$ cat config.mk
export PLATFORM = sky130hd
export DESIGN_NAME = seg_scan_ctrl
export DESIGN_NICKNAME = d
export VERILOG_FILES = /design/src/rtl/seg_pkg.sv /design/src/rtl/seg_hex_decoder.sv /design/src/rtl/seg_scan_ctrl.sv
export SDC_FILE = /design/constraint.sdc
export NUM_CORES = 1
export LEC_CHECK = 0
export CAP_MARGIN = 10
export CORE_UTILIZATION = 61
export CTS_CLUSTER_DIAMETER = 60
export CTS_CLUSTER_SIZE = 30
export DETAILED_ROUTE_END_ITERATION = 8
export PLACE_DENSITY = 0.94
export SLEW_MARGIN = 10
export SYNTH_ARGS = -nofsm -noshare
export SYNTH_HDL_FRONTEND = slang
export SYNTH_SLANG_ARGS = --single-unit
$ cat constraint.sdc
create_clock -name clk -period 5.9 [get_ports clk]
set_input_delay 0.59 -clock clk [delete_from_list [all_inputs] [get_ports clk]]
set_output_delay 0.59 -clock clk [all_outputs]
set_load 0.005 [all_outputs]
$ cat src/rtl/seg_pkg.sv
// Shared constants for the 7-segment scan controller: blank pattern, hex decode table and
// a ceiling-log2 helper used to size the scan counter and digit index.
package seg_pkg;

  localparam logic [6:0] SEG_BLANK = 7'h00;

  // Segment order {g,f,e,d,c,b,a}, active-high, indexed by hex value.
  localparam logic [6:0] SEG_TABLE [16] = '{
    7'h3F, 7'h06, 7'h5B, 7'h4F, 7'h66, 7'h6D, 7'h7D, 7'h07,
    7'h7F, 7'h6F, 7'h77, 7'h7C, 7'h39, 7'h5E, 7'h79, 7'h71
  };

  // Ceiling log2, never less than 1 so a vector sized from it is always legal.
  function automatic int unsigned clog2(input int unsigned v);
    int unsigned r;
    r = 0;
    for (int i = 0; i < 32; i++) begin
      if ((33'd1 << i) < 33'(v)) begin
        r = i + 1;
      end
    end
    if (r == 0) begin
      r = 1;
    end
    return r;
  endfunction

endpackage

$ cat src/rtl/seg_hex_decoder.sv
// Combinational hex-to-7-segment decoder driven from the shared table.
module seg_hex_decoder
  import seg_pkg::*;
(
  input  logic [3:0] value,
  output logic [6:0] seg
);

  assign seg = SEG_TABLE[value];

endmodule

$ cat src/rtl/seg_scan_ctrl.sv
// Time-multiplexed N-digit 7-segment scan controller with a one-entry write staging register.
// Define SEG_SCAN_DIM_EN to add the 4-bit `bright` duty-cycle input.
module seg_scan_ctrl
  import seg_pkg::*;
#(
  parameter int unsigned NUM_DIGITS = 4,
  parameter int unsigned SCAN_DIV   = 25000,
  parameter int unsigned GUARD_CYC  = 2
) (
  input  logic                  clk,
  input  logic                  rst_n,
  input  logic                  wr_valid,
  output logic                  wr_ready,
  input  logic [2:0]            wr_digit,
  input  logic [3:0]            wr_value,
  output logic [6:0]            seg_o,
  output logic [NUM_DIGITS-1:0] dig_en_o,
  output logic                  frame_tick
`ifdef SEG_SCAN_DIM_EN
  ,
  input  logic [3:0]            bright
`endif
);

  localparam int unsigned CntW = clog2(SCAN_DIV);
  localparam int unsigned IdxW = clog2(NUM_DIGITS);

  logic [CntW-1:0]       scan_cnt_q, scan_cnt_d;
  logic [IdxW-1:0]       scan_idx_q, scan_idx_d;
  logic                  term_cnt, last_idx;

  logic [3:0]            digit_q [NUM_DIGITS];
  logic                  pending_q;
  logic [2:0]            stage_digit_q;
  logic [3:0]            stage_value_q;
  logic                  accept, commit;

  logic [6:0]            seg_q, seg_d, cur_seg;
  logic [NUM_DIGITS-1:0] dig_en_q, dig_en_d;
  logic                  frame_tick_q;
  logic                  duty_on;

  assign term_cnt = (scan_cnt_q == CntW'(SCAN_DIV - 1));
  assign last_idx = (scan_idx_q == IdxW'(NUM_DIGITS - 1));
  assign accept   = wr_valid && !pending_q;
  // Accept and commit are mutually exclusive, so a write taken on the terminal count
  // naturally waits for the following boundary.
  assign commit   = term_cnt && pending_q;

  always_comb begin
    scan_cnt_d = scan_cnt_q + CntW'(1);
    scan_idx_d = scan_idx_q;
    if (term_cnt) begin
      scan_cnt_d = '0;
      scan_idx_d = last_idx ? '0 : scan_idx_q + IdxW'(1);
    end
  end

  always_ff @(posedge clk or negedge rst_n) begin
    if (!rst_n) begin
      scan_cnt_q <= '0;
      scan_idx_q <= '0;
    end else begin
      scan_cnt_q <= scan_cnt_d;
      scan_idx_q <= scan_idx_d;
    end
  end

  always_ff @(posedge clk or negedge rst_n) begin
    if (!rst_n) begin
      pending_q     <= 1'b0;
      stage_digit_q <= '0;
      stage_value_q <= '0;
    end else if (commit) begin
      pending_q <= 1'b0;
    end else if (accept) begin
      pending_q     <= 1'b1;
      stage_digit_q <= wr_digit;
      stage_value_q <= wr_value;
    end
  end

  // Out-of-range digit indices match no entry and are dropped here.
  always_ff @(posedge clk or negedge rst_n) begin
    if (!rst_n) begin
      for (int i = 0; i < NUM_DIGITS; i++) begin
        digit_q[i] <= '0;
      end
    end else if (commit) begin
      for (int i = 0; i < NUM_DIGITS; i++) begin
        if (stage_digit_q == 3'(i)) begin
          digit_q[i] <= stage_value_q;
        end
      end
    end
  end

  seg_hex_decoder u_dec (
    .value (digit_q[scan_idx_q]),
    .seg   (cur_seg)
  );

`ifdef SEG_SCAN_DIM_EN
  assign duty_on = (bright == 4'hF) || (scan_cnt_q[CntW-1 -: 4] < bright);
`else
  assign duty_on = 1'b1;
`endif

  always_comb begin
    seg_d    = SEG_BLANK;
    dig_en_d = '0;
    if ((scan_cnt_q >= CntW'(GUARD_CYC)) && duty_on) begin
      seg_d = cur_seg;
      for (int i = 0; i < NUM_DIGITS; i++) begin
        dig_en_d[i] = (scan_idx_q == IdxW'(i));
      end
    end
  end

  always_ff @(posedge clk or negedge rst_n) begin
    if (!rst_n) begin
      seg_q        <= SEG_BLANK;
      dig_en_q     <= '0;
      frame_tick_q <= 1'b0;
    end else begin
      seg_q        <= seg_d;
      dig_en_q     <= dig_en_d;
      frame_tick_q <= term_cnt && last_idx;
    end
  end

  assign seg_o      = seg_q;
  assign dig_en_o   = dig_en_q;
  assign frame_tick = frame_tick_q;
  assign wr_ready   = !pending_q;

endmodule
==> impl_metrics.toml <==
[clock_network]
post_cts_buffers = 0
clock_path_buffers = 2
cts_tree = "done"
ctsResizeCount = 0
postCtsHoldBufs = 0
clk_pin_slew_ns = 0.09
htreeDepth = 2
cts_made_buffers = 5
clk_latency_ns = 0.31
root_buffer = "clkbuf_8"
cts_sinks = 53

[sta]
fin_hold_ws_ns = 0.376
post-route-min-period_ns = 2.59
slew_violations = 0
fmax_ghz = 0.386
layout_setup_ws_ns = 3.31
worst_pin_slew_ns = 0.777
hold_viol = 0
setup_viol = 0
rsz0062_at_grt = "no"
fin_setup_tns_ns = 0
clock_skew_ns = 0.00429
period_share_pct = 43.9
slew_headroom_pct = 47.8

[place]
place_congestion = 0.831
dp_hpwl_mm = 2.82
place_area_um2 = 2740
dp.cells = 266
pre_cts_ws_ns = 3.28
place.port_buffers = 22

[floorplanning]
rows = 22
die_area_um2 = 4320
num_io_pins = 23
die_w_um = 65.7
coreArea_um2 = 3770
floorplan.initialDensity_pct = 65.7
die_h_um = 65.7

[synthesis]
synth_top_cell_by_area = "dfrtp_1"
netlist_instances = 200
synthTopCellsByCount = "53 x dfrtp_1, 24 x mux2_2, 16 x nor2_1"
yosys.area.top_type_share_pct = 53.6
yosysUniqueCellTypes = 34
synth_nets = 222
synthArstFlopShare_pct = 100
ys_ff_latch = 53
synth.most_common_cell = "dfrtp_1"
ys_top_cells_by_area = "dfrtp_1 54%, mux2_2 11%, ha_1 6.1%"
synth-edff-count = 0
synth.avg_cell_area_um2 = 12.4
seq_area_frac_synth_pct = 53.6
synthFlopType = "dfrtp_1"
syn_area_um2 = 2480
ys.warnings.count = 0

[power]
leakagePower_nw = 1.30
finalPower_mw = 0.634
max-vdd-ir-drop_mv = 0.185
powerDensity_nw_per_um2 = 222

[routing]
drc_errors = 0
vias_per_cell = 5.72
wl_per_cell_um = 14.4
drt_pass1_iterations = 4
ant_nets = 0
vias = 1566
wl_mm = 3.95
drt_iter0_markers = 67

[cells_and_area]
finish.instance_area_um2 = 2850
n_antenna_cell = 0
nNetsFinal = 247
syn_to_final_growth_pct = 15.3
final_cells = 274
finish.utilization_pct = 75.7
drive_gt1_share_pct = 19.9

[worst_setup_path]
crit_arrival_ns = 2.79
critical_path_class = "flip-flop to flip-flop"
startpoint = "scan_cnt_q[12]"
startpoint_type = "flip-flop"
crit-reg2reg-launch = "scan_cnt_q[12]"
cp.required_ns = 6.10
path_max_fanout = 18
endpoint_kind = "flip-flop"

[global_route]
grt_max_degree = 54
overflow = 0
first_global_vias = 1543
grt_use_total_pct = 21.8
grt_pass1_wl_mm = 6.89
antenna_found_initial = 0

[outcome]
status = "finished clean"

[flow_run]
drv_cap = 0

[worst_hold_path]
min_path_type = "input port to async pin"
per-layer routing:
layer / track usage, % / part of all wire, % / vias to the layer above
li1: - / - / 753
met1: 28.0 / 46 / 771
met2: 34.2 / 48 / 35
met3: 6.94 / 3.7 / 7
met4: 8.70 / 1.6 / 0
met5: 0 / 0 / -
cells in the final DEF, fill, tap and decap left out, types with 3 or more instances in the layout:
cell type,instances
mux4_2,4
dfrtp_1,53
nor4_1,4
o21ai_0,3
xor2_1,6
clkbuf_8,6
or2_2,3
clkdlybuf4s50_1,21
ha_1,12
nand2_1,7
nand4_1,4
mux2_2,24
inv_1,8
and2_1,5
a21oi_1,4
xnor2_1,7
nand3_1,10
nor2_1,16
and3_1,3
nor3_1,3
where the power goes:
group	switching [mW]	internal (mW)
combinational	0.00841	0.00745
sequential	0.00280	0.365
clock	0.112	0.138
worst paths after layout:
kind	cells past startpoint	to	slack, ns
max	4	digit_q[3]	3.31
min	2	stage_digit_q[1]	0.38
max reg2reg	4	digit_q[3]	3.31
min reg2reg	1	scan_cnt_q[9]	0.50
max in group asynchronous	2	digit_q[5]	5.09
min in group clk	1	scan_cnt_q[9]	0.50
kinds of logic (layout without fill, tap and decap cells):
kind of cell	count (synthesis)	count (layout)	synth area share [%]
flip-flops	53	53	53.6
multiplexers	29	29	15.0
buffers and inverters	13	39	2.07
AO/OA/AOI/OAI	15	15	4.30
adder cells (fa/ha/maj)	12	12	6.06
AND/OR/NAND/NOR	65	65	14.5
XOR/XNOR	13	13	4.60
registers in the layout (all words and copies together) (netlist names):
register / cells
pending_q: 1
stage_value_q: 4
scan_idx_q: 2
frame_tick: 1
digit_q: 16
stage_digit_q: 3
dig_en_o: 4
seg_o: 7
scan_cnt_q: 15
worst max-delay path, cell delays in order (launching register included):
cell and delay (ns):
dfrtp_1 0.42, or4_4 0.57, nor4_4 0.72, and4_1 0.41, mux2_2 0.36
layout make-up:
type | instances | area [um^2]
flip-flops and latches | 53 | 1330
multi-input cells | 134 | 1100
fillers | 241 | 917
repair buffers | 23 | 223
clock buffers | 7 | 86.3
well taps | 48 | 60.1
clock inverters | 1 | 30.0
inverters | 8 | 30.0
Power figures use the tool's default switching activity.
